`src/rtl/hellorld_rx.sv`:
```
// -----------------------------------------------------------------------------
// hellorld_rx
//
// Serial receiver and message checker for the "Hellorld!\r\n" UART stream.
// The line is oversampled with a counter driven by the same 12-bit divisor as
// the transmitter (bit period P = baud_div + 1 clocks). Characters are 8N1,
// LSB-first. Each good character is compared against the fixed 11-character
// message; the checker reports lock status, completed lines and a saturating
// error count for loopback self-test.
//
// Ports
//   wb_clk_i    in   clock
//   rst_n       in   synchronous, active-low reset
//   rx_in       in   serial line, idle high
//   baud_div    in   [11:0] bit period minus one (3..4095)
//   clear       in   synchronous clear of line_count, err_count and lock
//   rx_data     out  [7:0] last good byte, held until the next one
//   rx_valid    out  one-cycle strobe, rx_data updated in the same cycle
//   frame_err   out  one-cycle strobe, stop bit sampled low
//   mismatch    out  one-cycle strobe, locked and byte != expected
//   locked      out  checker aligned to the message
//   line_count  out  [LINE_W-1:0] completed messages (wraps)
//   err_count   out  [ERR_W-1:0] frame_err + mismatch events (saturates)
//   dbg_state_o out  [2:0] receiver FSM state (rx_state_e encoding)
//   dbg_ptr_o   out  [3:0] message pointer of the checker
//
// Handshake: rx_valid and frame_err are single-cycle strobes with no ready;
// a consumer must sample on the cycle they are high. They are never high in
// the same cycle. mismatch only ever accompanies rx_valid.
// -----------------------------------------------------------------------------
module hellorld_rx #(
    parameter int LINE_W = 16,
    parameter int ERR_W  = 8
) (
    input  logic              wb_clk_i,
    input  logic              rst_n,
    input  logic              rx_in,
    input  logic [11:0]       baud_div,
    input  logic              clear,
    output logic [7:0]        rx_data,
    output logic              rx_valid,
    output logic              frame_err,
    output logic              mismatch,
    output logic              locked,
    output logic [LINE_W-1:0] line_count,
    output logic [ERR_W-1:0]  err_count,
    output logic [2:0]        dbg_state_o,
    output logic [3:0]        dbg_ptr_o
);

    typedef enum logic [2:0] {
        S_IDLE      = 3'd0,
        S_START     = 3'd1,
        S_DATA      = 3'd2,
        S_STOP      = 3'd3,
        S_WAIT_HIGH = 3'd4
    } rx_state_e;

    localparam logic [LINE_W-1:0] LINE_ONE = LINE_W'(1);
    localparam logic [ERR_W-1:0]  ERR_ONE  = ERR_W'(1);
    localparam logic [ERR_W-1:0]  ERR_MAX  = '1;

    // ------------------------------------------------------------------
    // Input synchronizer and edge detection
    // ------------------------------------------------------------------
    logic       sync1_q;
    logic       sync_q;
    logic       prev_q;
    // Counts the cycles after reset until sync_q carries a genuine sample of
    // rx_in. Until then prev_q is held at 0 so the reset value (1) of the
    // synchronizer cannot masquerade as a line that was high and make a
    // line that is still low look like a fresh falling edge.
    logic [1:0] fill_q;
    logic [1:0] fill_d;
    logic       fill_done;

    assign fill_done = (fill_q == 2'd2);
    assign fill_d    = fill_done ? fill_q : fill_q + 2'd1;

    // ------------------------------------------------------------------
    // Receiver FSM state
    // ------------------------------------------------------------------
    rx_state_e   state_q, state_d;
    logic [11:0] cnt_q, cnt_d;
    logic [2:0]  bit_q, bit_d;
    logic [7:0]  shift_q, shift_d;
    logic [11:0] half_div;
    logic        byte_done;   // stop bit sampled high this cycle
    logic        stop_bad;    // stop bit sampled low this cycle

    assign half_div = {1'b0, baud_div[11:1]};

    // ------------------------------------------------------------------
    // Checker and output registers
    // ------------------------------------------------------------------
    logic [7:0]        rx_data_q, rx_data_d;
    logic              rx_valid_q, rx_valid_d;
    logic              frame_err_q, frame_err_d;
    logic              mismatch_q, mismatch_d;
    logic              locked_q, locked_d;
    logic [3:0]        ptr_q, ptr_d;
    logic [LINE_W-1:0] line_q, line_d;
    logic [ERR_W-1:0]  err_q, err_d;
    logic              err_inc;
    logic [7:0]        exp_byte;

    // Fixed message "Hellorld!\r\n", indexed by the checker pointer.
    function automatic logic [7:0] msg_char(input logic [3:0] idx);
        logic [7:0] c;
        case (idx)
            4'd0:    c = 8'h48;
            4'd1:    c = 8'h65;
            4'd2:    c = 8'h6C;
            4'd3:    c = 8'h6C;
            4'd4:    c = 8'h6F;
            4'd5:    c = 8'h72;
            4'd6:    c = 8'h6C;
            4'd7:    c = 8'h64;
            4'd8:    c = 8'h21;
            4'd9:    c = 8'h0D;
            4'd10:   c = 8'h0A;
            default: c = 8'h00;
        endcase
        return c;
    endfunction

    assign exp_byte = msg_char(ptr_q);

    // ------------------------------------------------------------------
    // Receiver next-state logic
    // ------------------------------------------------------------------
    // Counters compare for equality. If baud_div is lowered mid-frame so that
    // cnt_q is already past it, the 12-bit counter wraps and meets the new
    // compare value later, so the FSM still completes and returns to IDLE.
    always_comb begin
        state_d   = state_q;
        cnt_d     = cnt_q;
        bit_d     = bit_q;
        shift_d   = shift_q;
        byte_done = 1'b0;
        stop_bad  = 1'b0;

        case (state_q)
            S_IDLE: begin
                if (!sync_q && prev_q) begin
                    cnt_d   = 12'd0;
                    state_d = S_START;
                end
            end

            S_START: begin
                if (cnt_q == half_div) begin
                    if (sync_q) begin
                        // Line back high at mid start bit: a glitch, drop it.
                        state_d = S_IDLE;
                    end else begin
                        cnt_d   = 12'd0;
                        bit_d   = 3'd0;
                        state_d = S_DATA;
                    end
                end else begin
                    cnt_d = cnt_q + 12'd1;
                end
            end

            S_DATA: begin
                if (cnt_q == baud_div) begin
                    shift_d = {sync_q, shift_q[7:1]};  // LSB arrives first
                    cnt_d   = 12'd0;
                    bit_d   = bit_q + 3'd1;
                    if (bit_q == 3'd7) begin
                        state_d = S_STOP;
                    end
                end else begin
                    cnt_d = cnt_q + 12'd1;
                end
            end

            S_STOP: begin
                if (cnt_q == baud_div) begin
                    cnt_d = 12'd0;
                    if (sync_q) begin
                        byte_done = 1'b1;
                        state_d   = S_IDLE;
                    end else begin
                        stop_bad = 1'b1;
                        state_d  = S_WAIT_HIGH;
                    end
                end else begin
                    cnt_d = cnt_q + 12'd1;
                end
            end

            S_WAIT_HIGH: begin
                // A low stop bit may be a break or a mis-aligned frame; do not
                // hunt for a start edge until the line has returned high.
                if (sync_q) begin
                    state_d = S_IDLE;
                end
            end

            default: begin
                state_d = S_IDLE;
            end
        endcase
    end

    // ------------------------------------------------------------------
    // Message checker next-state logic
    // ------------------------------------------------------------------
    always_comb begin
        rx_data_d   = rx_data_q;
        rx_valid_d  = 1'b0;
        frame_err_d = 1'b0;
        mismatch_d  = 1'b0;
        locked_d    = locked_q;
        ptr_d       = ptr_q;
        line_d      = line_q;
        err_inc     = 1'b0;

        if (byte_done) begin
            rx_valid_d = 1'b1;
            rx_data_d  = shift_q;
            if (!locked_q) begin
                // Hunting: only the first message character starts alignment.
                if (shift_q == 8'h48) begin
                    locked_d = 1'b1;
                    ptr_d    = 4'd1;
                end
            end else if (shift_q == exp_byte) begin
                if (ptr_q == 4'd10) begin
                    ptr_d  = 4'd0;
                    line_d = line_q + LINE_ONE;
                end else begin
                    ptr_d = ptr_q + 4'd1;
                end
            end else begin
                mismatch_d = 1'b1;
                err_inc    = 1'b1;
                // An unexpected 'H' is most likely the start of a fresh
                // message, so realign to it straight away.
                if (shift_q == 8'h48) begin
                    locked_d = 1'b1;
                    ptr_d    = 4'd1;
                end else begin
                    locked_d = 1'b0;
                    ptr_d    = 4'd0;
                end
            end
        end

        if (stop_bad) begin
            frame_err_d = 1'b1;
            err_inc     = 1'b1;
        end

        err_d = (err_inc && (err_q != ERR_MAX)) ? err_q + ERR_ONE : err_q;

        // clear has priority over any same-cycle increment or relock.
        if (clear) begin
            line_d   = '0;
            err_d    = '0;
            locked_d = 1'b0;
            ptr_d    = 4'd0;
        end
    end

    // ------------------------------------------------------------------
    // Registers
    // ------------------------------------------------------------------
    always_ff @(posedge wb_clk_i) begin
        if (!rst_n) begin
            sync1_q     <= 1'b1;
            sync_q      <= 1'b1;
            prev_q      <= 1'b0;
            fill_q      <= 2'd0;
            state_q     <= S_IDLE;
            cnt_q       <= 12'd0;
            bit_q       <= 3'd0;
            shift_q     <= 8'h00;
            rx_data_q   <= 8'h00;
            rx_valid_q  <= 1'b0;
            frame_err_q <= 1'b0;
            mismatch_q  <= 1'b0;
            locked_q    <= 1'b0;
            ptr_q       <= 4'd0;
            line_q      <= '0;
            err_q       <= '0;
        end else begin
            sync1_q     <= rx_in;
            sync_q      <= sync1_q;
            prev_q      <= fill_done ? sync_q : 1'b0;
            fill_q      <= fill_d;
            state_q     <= state_d;
            cnt_q       <= cnt_d;
            bit_q       <= bit_d;
            shift_q     <= shift_d;
            rx_data_q   <= rx_data_d;
            rx_valid_q  <= rx_valid_d;
            frame_err_q <= frame_err_d;
            mismatch_q  <= mismatch_d;
            locked_q    <= locked_d;
            ptr_q       <= ptr_d;
            line_q      <= line_d;
            err_q       <= err_d;
        end
    end

    assign rx_data     = rx_data_q;
    assign rx_valid    = rx_valid_q;
    assign frame_err   = frame_err_q;
    assign mismatch    = mismatch_q;
    assign locked      = locked_q;
    assign line_count  = line_q;
    assign err_count   = err_q;
    assign dbg_state_o = state_q;
    assign dbg_ptr_o   = ptr_q;

endmodule

```
`config.mk`:
```
export PLATFORM = sky130hd
export DESIGN_NAME = hellorld_rx
export DESIGN_NICKNAME = d
export VERILOG_FILES = /design/src/rtl/hellorld_rx.sv
export SDC_FILE = /design/constraint.sdc
export NUM_CORES = 1
export LEC_CHECK = 0
export BUFFER_PORTS_ARGS = -buffer_cell sky130_fd_sc_hd__buf_2
export CAP_MARGIN = 20
export CORE_ASPECT_RATIO = 1.25
export CORE_MARGIN = 4
export CORE_UTILIZATION = 52
export DETAILED_ROUTE_END_ITERATION = 10
export GPL_TIMING_DRIVEN = 0
export HOLD_SLACK_MARGIN = 0.1
export PLACE_DENSITY = 0.74
export SYNTH_ARGS = -nofsm -noshare
export SYNTH_HDL_FRONTEND = slang
export SYNTH_SLANG_ARGS = --single-unit
export TNS_END_PERCENT = 30
```
`constraint.sdc`:
```
create_clock -name wb_clk_i -period 2.5 [get_ports wb_clk_i]
set_input_delay 0.5 -clock wb_clk_i [delete_from_list [all_inputs] [get_ports wb_clk_i]]
set_output_delay 0.5 -clock wb_clk_i [all_outputs]
set_load 0.05 [all_outputs]
```
==> results of run 1 <==
repair_timing:
item / in CTS / in global routing
pin swaps: 17 / 24
setup buffers: 26 / 15
setup endpoints to repair: 14 / 17
resized for setup: 29 / 28
sequential cells by signal, indices dropped and copies added (netlist names), 2 cells and up:
name and count:
line_count 16, fill_q 2, err_count 8, rx_data 8, dbg_state_o 3, cnt_q 12, bit_q 3, exp_byte 7
dbg_ptr_o 4, shift_q 8
worst max path at each step:
stage,start,end,cells past startpoint
6_report,cnt_q[5],exp_byte[5],13
5_1_grt,cnt_q[5],exp_byte[2],13
4_1_cts,cnt_q[0],exp_byte[2],12
3_5_place_dp,baud_div[2],exp_byte[2],13
3_3_place_gp,baud_div[10],exp_byte[2],13
2_1_floorplan,baud_div[10],exp_byte[2],12
Yosys cell counts (3+ instances only):
cell      instances
dfxtp_1          78
nand2_1          58
nor2_1           45
xor2_1           38
xnor2_1          21
a21boi_0         16
inv_1            15
nand4_1          14
a21oi_1          13
ha_1             13
clkbuf_1         12
and3_1           11
nand3_1          11
o21ai_0          11
nor2b_1           7
nor4_1            7
nor3_1            6
and2_1            5
nand2b_1          5
or3_1             5
nor4_2            4
nor4_4            4
o21ai_1           4
and4_1            3
mux2i_1           3
layer usage:
metal  up-vias  track usage (%)
met4         0             7.68
met2       101             39.3
met5         -                0
met1      1745             25.8
li1       1767                -
met3        25             4.96
metrics by stage:
stage / TNS (ns) / hold slack [ns] / power, mW
floorplan: -0.0372 / 0.386 / 1.39
global placement: -2.48 / 0.390 / 1.43
detailed placement: -3.98 / 0.404 / 1.44
CTS: -0.0304 / 0.318 / 2.36
global route: -0.397 / 0.328 / 2.45
finish: 0 / 0.328 / 2.35
kinds of logic (layout without fill, tap and decap cells):
family / Yosys count / in the layout / synth area share (%)
xor+xnor: 60 / 60 / 13.3
compound gates: 68 / 68 / 11.8
buf+inv: 34 / 142 / 3.81
mux: 3 / 3 / 0.750
fa+ha+maj: 13 / 13 / 4.06
flops: 78 / 78 / 39.0
simple gates: 199 / 199 / 27.3
area by class of cell:
class | instances | area (um^2) | share of cell area (%)
Buffer | 16 | 87.6 | 1.69
Clock buffer | 10 | 128 | 2.46
Clock inverter | 6 | 62.6 | 1.21
Inverter | 15 | 58.8 | 1.14
Multi-Input combinational cell | 343 | 2560 | 49.4
Sequential cell | 78 | 1600 | 30.9
Tap cell | 92 | 115 | 2.22
Timing Repair Buffer | 95 | 568 | 11.0
power by group through the flow:
stage	registers (mW)	clock network [mW]	logic, mW
after floorplan	1.30	0	0.0953
after global routing	1.27	0.999	0.180
after global placement	1.30	0	0.131
final	1.26	0.923	0.161
after CTS	1.27	0.936	0.151
after detailed placement	1.30	0	0.137
worst max-delay path: stages, from the launching register on:
cell	delay, ns
dfxtp_4	0.38
xor2_4	0.21
nor4_4	0.24
buf_4	0.16
nand4_1	0.14
clkbuf_8	0.18
o21ai_2	0.13
o31a_1	0.22
nor2_2	0.06
inv_2	0.14
ha_4	0.17
inv_4	0.04
buf_4	0.13
a2bb2oi_2	0.15
==> impl_metrics.tcl, run 1 <==
set metrics [dict create \
    hold_viol_final 0 \
    cts_root_buf "clkbuf_8" \
    clkPwrFrac_pct 39.3 \
    yosysWarnings 0 \
    finalMaxSlewViolations 0 \
    wl_met3_um 438 \
    first_global_vias 3502 \
    die_w_um 86.5 \
    diodes 0 \
    final_common_cell "dfxtp_1" \
    fin_cells 655 \
    dpl.hpwl_um 6790 \
    seq_area_frac_synth_pct 39.0 \
    gr-usage-all-layers_pct 22.2 \
    htree_num_levels 3 \
    die_area_um2 9180 \
    worstHoldEndpoint "sync1_q" \
    start_kind "flop" \
    regToRegEndpoint "exp_byte[5]" \
    rows 35 \
    numPortBuffers 58 \
    peakVddDrop_mv 0.525 \
    ant_nets 0 \
    synth_edf_count 0 \
    dp.cells 605 \
    routedWlPerCell_um 15.4 \
    final_area_um2 5180 \
    cts_tree "yes" \
    netlist_area_um2 4010 \
    hold_class "input pin to flop" \
    post-route-min-period_ns 2.48 \
    first_iter_violations 174 \
    min_from "rx_in" \
    ys.flop_type "dfxtp_1" \
    drc 0 \
    grt.overflow.total 0 \
    max_freq_ghz 0.403 \
    routed_wl_um 10100 \
    antenna_found_initial 0 \
    finish.utilization_pct 69.6 \
    p_sw_mw 0.569 \
    p_leak_nw 2.09 \
    hold_depth 2 \
    vias 3638 \
    worstMarginPinSlew_ns 0.580 \
    p_comb_share_pct 6.8 \
    fillers 585 \
    final_cell_mix "dfxtp_1, buf_2, nand2_1" \
    avgSynthCellArea_um2 8.81 \
    synth_top_area_cell "dfxtp_1" \
    holdBufCountCts 0 \
    grt_max_degree 14 \
    worstPathMaxFanout 5 \
    finalClockSkew_ns 0.0124 \
    async_flop_share_pct 0 \
    synth_top_area_share_pct 39.0 \
    yosysUniqueCellTypes 57 \
    vias_per_cell 5.55 \
    wl_met1_um 3990 \
    core_area_um2 7440 \
    ios 59 \
    setup_ws_ns 0.0177 \
    grt_pass1_wl_um 16300 \
    r2r_cells 13 \
    r2r_setup_slack_ns 0.02 \
    r2r-start "cnt_q[5]" \
    layout-drive-gt1-share_pct 30.6 \
    cts_made_buffers 9 \
    power.density_nw_per_um2 453 \
    cts_sinks 78 \
    arrival_ns 2.71 \
    intPower_mw 1.78 \
    status "finished clean" \
    maxCapViolations 0 \
    synthCells 455 \
    synthesis.nets 484 \
    die_h_um 106 \
    worstPathRequired_ns 2.72 \
    setup_viol 0 \
    post_dp_cell_area_um2 4450 \
    nNetsFinal 587 \
    relSlewSlack_pct 60.9 \
    sw_frac_of_total_pct 24.2 \
    place.gp.congestion 0.884 \
    clkTransAtPathRegs_ns 0.08 \
    dr.max_layer_used "met4" \
    ys_ff_latch 78 \
    seq_power_share_pct 53.8 \
    syn_to_final_growth_pct 29.3 \
    crit_type "flop to flop" \
    rsz0062_at_grt "true" \
    end_kind "flop" \
    dr.pass1.iters 5 \
    cts_buffer_depth 2 \
    start_util_pct 53.8 \
    synth_area_leaders "dfxtp_1, xor2_1, nand2_1, xnor2_1, nor2_1" \
    post-route-period-util_pct 99.3 \
    place_ws_ns -0.596 \
    dr_wl_met2_um 5360 \
    clock_latency_ns 0.35 \
]
Note: power is estimated with default switching activity, not from simulation.
==> run 2: changes to the inputs <==
--- a/config.mk
+++ b/config.mk
@@ -7,13 +7,15 @@
 export LEC_CHECK = 0
 export BUFFER_PORTS_ARGS = -buffer_cell sky130_fd_sc_hd__buf_2
 export CAP_MARGIN = 20
+export CELL_PAD_IN_SITES_DETAIL_PLACEMENT = 0
+export CELL_PAD_IN_SITES_GLOBAL_PLACEMENT = 2
 export CORE_ASPECT_RATIO = 1.25
-export CORE_MARGIN = 4
-export CORE_UTILIZATION = 52
+export CORE_MARGIN = 3
+export CORE_UTILIZATION = 31
 export DETAILED_ROUTE_END_ITERATION = 10
 export GPL_TIMING_DRIVEN = 0
 export HOLD_SLACK_MARGIN = 0.1
-export PLACE_DENSITY = 0.74
+export PLACE_DENSITY = 0.72
 export SYNTH_ARGS = -nofsm -noshare
 export SYNTH_HDL_FRONTEND = slang
 export SYNTH_SLANG_ARGS = --single-unit
==> impl_metrics.tcl, run 2 (synthesis results as in run 1) <==
set metrics [dict create \
    clock_latency_ns 0.34 \
    power.density_nw_per_um2 530 \
    finalMaxSlewViolations 0 \
    post_dp_cell_area_um2 4540 \
    first_global_vias 3421 \
    nNetsFinal 578 \
    ant_nets 0 \
    r2r_setup_slack_ns 0.05 \
    rsz0062_at_grt "true" \
    status "finished clean" \
    regArea_um2 1590 \
    antenna_found_initial 0 \
    vias_per_cell 4.83 \
    relSlewSlack_pct 60.0 \
    dr.pass1.iters 4 \
    htree_num_levels 3 \
    cts_tree "yes" \
    fillers 1273 \
    grt.overflow.total 0 \
    regToRegEndpoint "exp_byte[3]" \
    final_common_cell "dfxtp_1" \
    final_area_um2 5300 \
    cpMaxStageDelayCell "o41ai_1" \
    worstPathMaxFanout 10 \
    die_area_um2 14300 \
    max_freq_ghz 0.408 \
    numPortBuffers 58 \
    dp.cells 677 \
    core_area_um2 12400 \
    die_w_um 108 \
    syn_to_final_growth_pct 32.3 \
    hold_viol_final 0 \
    place_ws_ns -0.681 \
    place.gp.congestion 0.802 \
    fin_cells 716 \
    first_iter_violations 115 \
    clkTransAtPathRegs_ns 0.06 \
    routedWlPerCell_um 14.5 \
    end_kind "flop" \
    cts_root_buf "clkbuf_16" \
    grt_max_degree 13 \
    whs_ns 0.348 \
    p_leak_nw 2.10 \
    cts_sinks 78 \
    setup_ws_ns 0.0493 \
    routed_wl_um 10400 \
    cpMostUsedCell "buf_4" \
    worstHoldEndpoint "sync1_q" \
    crit_type "flop to flop" \
    hold_class "input pin to flop" \
    start_kind "flop" \
    finish.utilization_pct 42.8 \
    post-route-period-util_pct 98.0 \
    cts_made_buffers 9 \
    r2r_cells 10 \
    worstMarginPinSlew_ns 0.595 \
    arrival_ns 2.65 \
    largest_register_ff_count 16 \
    worstPathRequired_ns 2.70 \
    setup_viol 0 \
    diodes 0 \
    cts_buffer_depth 2 \
    ios 59 \
    layout-drive-gt1-share_pct 29.3 \
    rows 45 \
    vias 3460 \
    maxCapViolations 0 \
    start_util_pct 32.3 \
    post-route-min-period_ns 2.45 \
    drc 0 \
    r2r-start "cnt_q[9]" \
    hold_depth 2 \
    dpl.hpwl_um 7590 \
    min_from "rx_in" \
    multiInputGateArea_um2 2540 \
    peakVddDrop_mv 0.261 \
    die_h_um 133 \
    cp_slowest_stage_delay_ns 0.33 \
    gr-usage-all-layers_pct 15.0 \
    grt_pass1_wl_um 17000 \
    finalClockSkew_ns 0.0105 \
    crit_chain "buf_6 > xor2_4 > buf_4 > nor4_2 > nand4_1 > o41ai_1 > o31a_1 > buf_4 > nand2b_1 > o221ai_2" \
    final_cell_mix "dfxtp_1, buf_2, nand2_1" \
]
[run 2: changes by cell type in the layout (fill, tap and decap cells not counted), moves of 2 or more]
cell        change
dfxtp_4         -4
dfxtp_2         +4
ha_1            -2
clkinvlp_4      -2
clkbuf_8        -8
ha_2            +2
clkbuf_16       +9
buf_6           +2
buf_4          -11
[run 2: critical path: cells and delay by family (launching register included)]
family / cells / cell delay (ns)
xor+xnor: 1 / 0.18
buf+inv: 3 / 0.43
simple gates: 3 / 0.74
compound gates: 3 / 0.65
flops: 1 / 0.31
[run 2: layout make-up]
| type | count | area share [%] |
|---|---|---|
| Buffer | 17 | 1.86 |
| Clock buffer | 10 | 4.51 |
| Clock inverter | 4 | 1.37 |
| Inverter | 15 | 1.11 |
| Multi-Input combinational cell | 343 | 47.9 |
| Sequential cell | 78 | 30.0 |
| Tap cell | 164 | 3.87 |
| Timing Repair Buffer | 85 | 9.37 |
[run 2: metrics by stage]
step | setup TNS (ns) | total power, mW
4_1_cts | 0 | 2.85
3_5_place_dp | -5.04 | 1.44
5_1_grt | -0.373 | 2.93
6_report | 0 | 2.81
2_1_floorplan | -0.0372 | 1.39
3_3_place_gp | -4.51 | 1.43
[run 2: routing by layer]
metal  vias up  GRT usage (%)  wire [um]  part of all wire [%]
li1       1756              -          -                     -
met1      1634           18.1       4490                    43
met2        58           26.2       5310                    51
met3        12           3.34        434                   4.2
met4         0           5.26        178                   1.7
met5         -              0          0                     0
[run 2: power by group]
| group | total, mW | switching, mW | internal [mW] | leakage [nW] |
|---|---|---|---|---|
| combinational | 0.158 | 0.0874 | 0.0701 | 1.31 |
| sequential | 1.27 | 0.0130 | 1.26 | 0.637 |
| clock | 1.38 | 0.494 | 0.888 | 0.150 |
| total | 2.81 | 0.595 | 2.21 | 2.10 |
[run 2: what timing repair did]
item                       4_1_cts  5_1_grt
setup buffers                   23        4
hold buffers                     0        0
gates resized for setup         41       12
setup endpoints to repair       22       14
pin swaps                       17        6
[run 2: how the worst max path moves through the flow]
stage,start,to,cells after the start
finish,cnt_q[9],exp_byte[3],10
global route,cnt_q[9],exp_byte[0],13
CTS,cnt_q[4],exp_byte[2],12
detailed placement,baud_div[2],exp_byte[3],12
global placement,baud_div[10],exp_byte[3],12
floorplan,baud_div[10],exp_byte[2],12
==> run 3: changes to the inputs <==
--- a/config.mk
+++ b/config.mk
@@ -5,17 +5,18 @@
 export SDC_FILE = /design/constraint.sdc
 export NUM_CORES = 1
 export LEC_CHECK = 0
+export ABC_AREA = 1
 export BUFFER_PORTS_ARGS = -buffer_cell sky130_fd_sc_hd__buf_2
 export CAP_MARGIN = 20
 export CELL_PAD_IN_SITES_DETAIL_PLACEMENT = 0
 export CELL_PAD_IN_SITES_GLOBAL_PLACEMENT = 2
 export CORE_ASPECT_RATIO = 1.25
 export CORE_MARGIN = 3
-export CORE_UTILIZATION = 31
+export CORE_UTILIZATION = 29
 export DETAILED_ROUTE_END_ITERATION = 10
 export GPL_TIMING_DRIVEN = 0
 export HOLD_SLACK_MARGIN = 0.1
-export PLACE_DENSITY = 0.72
+export PLACE_DENSITY = 0.73
 export SYNTH_ARGS = -nofsm -noshare
 export SYNTH_HDL_FRONTEND = slang
 export SYNTH_SLANG_ARGS = --single-unit
==> impl_metrics.tcl, run 3 <==
set metrics [dict create \
    relSlewSlack_pct 60.1 \
    cp_top_family "simple AND/OR/NAND/NOR gates" \
    nNetsFinal 792 \
    drc 0 \
    post-route-min-period_ns 2.37 \
    intPower_mw 2.35 \
    arrival_ns 2.60 \
    worstPathRequired_ns 2.73 \
    regArea_um2 1580 \
    maxCapViolations 0 \
    clock_latency_ns 0.34 \
    grt_pass1_wl_um 21300 \
    final_cell_mix "nand2_1, inv_1, dfxtp_1" \
    die_w_um 118 \
    cts_sinks 78 \
    gr-usage-all-layers_pct 15.1 \
    holdBufCountCts 0 \
    cpMaxStageDelayCell "dfxtp_1" \
    cts_tree "yes" \
    grt_max_degree 13 \
    synth_edf_count 0 \
    vias_per_cell 4.59 \
    vias 4479 \
    sw_frac_of_total_pct 24.9 \
    dr.pass1.iters 4 \
    ant_nets 0 \
    seq_power_share_pct 42.2 \
    finish.utilization_pct 37.2 \
    max_freq_ghz 0.422 \
    setup_ws_ns 0.130 \
    cts_root_buf "clkbuf_16" \
    post-route-period-util_pct 94.8 \
    hold_viol_final 0 \
    first_iter_violations 185 \
    setup_viol 0 \
    netlist_area_um2 4550 \
    dpl.hpwl_um 9840 \
    rows 50 \
    routed_wl_um 12900 \
    crit_type "flop to flop" \
    finalClockSkew_ns 0.00785 \
    yosysUniqueCellTypes 36 \
    finalMaxSlewViolations 0 \
    power.density_nw_per_um2 556 \
    largest_register_ff_count 16 \
    place_ws_ns -0.341 \
    avgSynthCellArea_um2 6.68 \
    cts_made_buffers 9 \
    netlist_top_cells_count "nand2_1, dfxtp_1, inv_1" \
    numPortBuffers 58 \
    final_common_cell "nand2_1" \
    status "finished clean" \
    yosysWarnings 0 \
    async_flop_share_pct 0 \
    die_h_um 146 \
    seq_area_frac_synth_pct 34.4 \
    start_kind "flop" \
    worstMarginPinSlew_ns 0.598 \
    ios 59 \
    synth_top_area_cell "dfxtp_1" \
    hold_class "input pin to flop" \
    r2r_setup_slack_ns 0.13 \
    first_global_vias 4366 \
    crit_chain "buf_6 > inv_2 > nand2_1 > nand2_1 > nand2_1 > nor2_4 > nand3_4 > nor2_4 > buf_6 > nand4_1 > nand2_2 > nand2_4 > ha_4 > or2_2 > nand3_1 > nand2_1 > nand2_1 > nand2_1" \
    routedWlPerCell_um 13.2 \
    synthesis.nets 709 \
    die_area_um2 17200 \
    synth_area_leaders "dfxtp_1, nand2_1, nand3_1, inv_1, nor2_1" \
    ys.flop_type "dfxtp_1" \
    end_kind "flop" \
    ys_ff_latch 78 \
    grt.overflow.total 0 \
    antenna_found_initial 0 \
    cts_buffer_depth 2 \
    p_sw_mw 0.780 \
    worstPathMaxFanout 10 \
    peakVddDrop_mv 0.258 \
    fillers 1682 \
    multiInputGateArea_um2 2590 \
    clkTransAtPathRegs_ns 0.06 \
    p_comb_share_pct 11.1 \
    core_area_um2 15100 \
    synth_top_area_share_pct 34.4 \
    cp_slowest_stage_delay_ns 0.31 \
    layout-drive-gt1-share_pct 21.6 \
    p_leak_nw 2.57 \
    clkPwrFrac_pct 46.7 \
    synth.most_common_cell "nand2_1" \
    cpMostUsedCell "nand2_1" \
    place.gp.congestion 0.813 \
    htree_num_levels 3 \
    synthCells 680 \
    start_util_pct 30.0 \
    diodes 0 \
    syn_to_final_growth_pct 23.8 \
    critPathBufInv 3 \
]
[run 3: cell count changes in the layout (fill, tap and decap cells not counted), moves of 19 or more]
cell     previous run  this run
nand2_1            57       176
inv_1              12        75
nand3_1            11        58
a21oi_1            13        40
o21ai_0             8        31
nor2_1             43        62
[run 3: worst paths after layout]
check	from	to	cells after the start
setup / recovery	cnt_q[6]	exp_byte[3]	18
hold / removal	rx_in	sync1_q	2
setup reg to reg	cnt_q[6]	exp_byte[3]	18
hold reg to reg	sync1_q	sync_q	1
[run 3: worst reg2reg max path: stages, from the launching register on]
cell and delay [ns]:
dfxtp_1 0.31, buf_6 0.13, inv_2 0.05, nand2_1 0.04
nand2_1 0.05, nand2_1 0.12, nor2_4 0.13, nand3_4 0.12
nor2_4 0.13, buf_6 0.16, nand4_1 0.12, nand2_2 0.11
nand2_4 0.08, ha_4 0.20, or2_2 0.28, nand3_1 0.08
nand2_1 0.05, nand2_1 0.05, nand2_1 0.05
[run 3: layer usage]
metal | GRT usage [%] | wire length [um] | vias to the layer above
met5 | 0 | 0 | -
li1 | - | - | 2351
met3 | 2.99 | 453 | 19
met4 | 6.39 | 329 | 0
met2 | 27.4 | 6630 | 75
met1 | 17.1 | 5500 | 2034
[run 3: timing repair]
item                       in CTS  in global routing
pin swaps                       1                 10
setup buffers                   3                 11
gates resized for setup         6                 27
setup endpoints to repair       1                  4
[run 3: cells by family (layout without fill, tap and decap cells)]
kind of cell	count (synthesis)	count (layout)	share of synthesized area, %
AO/OA/AOI/OAI	89	89	10.4
XOR/XNOR	29	29	5.59
adder cells (fa/ha/maj)	13	13	3.58
buffers and inverters	108	196	9.94
flip-flops	78	78	34.4
AND/OR/NAND/NOR	363	363	36.1
[run 3: cell type report]
class / instances / share of cell area [%]
clock inverter: 3 / 1.16
timing repair buffer: 72 / 7.02
clock buffer: 13 / 4.80
tap: 208 / 4.62
sequential: 78 / 28.1
multi-input combinational: 494 / 46.1
inverter: 91 / 6.11
buffer: 17 / 2.13
[run 3: stage by stage]
stage,hold slack (ns),cells,power [mW],cell area [um^2],setup TNS [ns]
finish,0.371,976,3.13,5630,0
global route,0.361,976,3.30,5630,-0.0113
CTS,0.366,965,3.18,5470,0
detailed placement,0.412,946,1.68,5100,-0.646
global placement,0.403,946,1.68,5100,-0.593
floorplan,0.393,680,1.58,4550,0
[run 3: power groups by stage]
stage	combinational (mW)	sequential [mW]	clock [mW]
global route	0.396	1.33	1.58
finish	0.348	1.32	1.46
detailed placement	0.342	1.34	0
floorplan	0.230	1.35	0
global placement	0.338	1.34	0
CTS	0.348	1.32	1.52
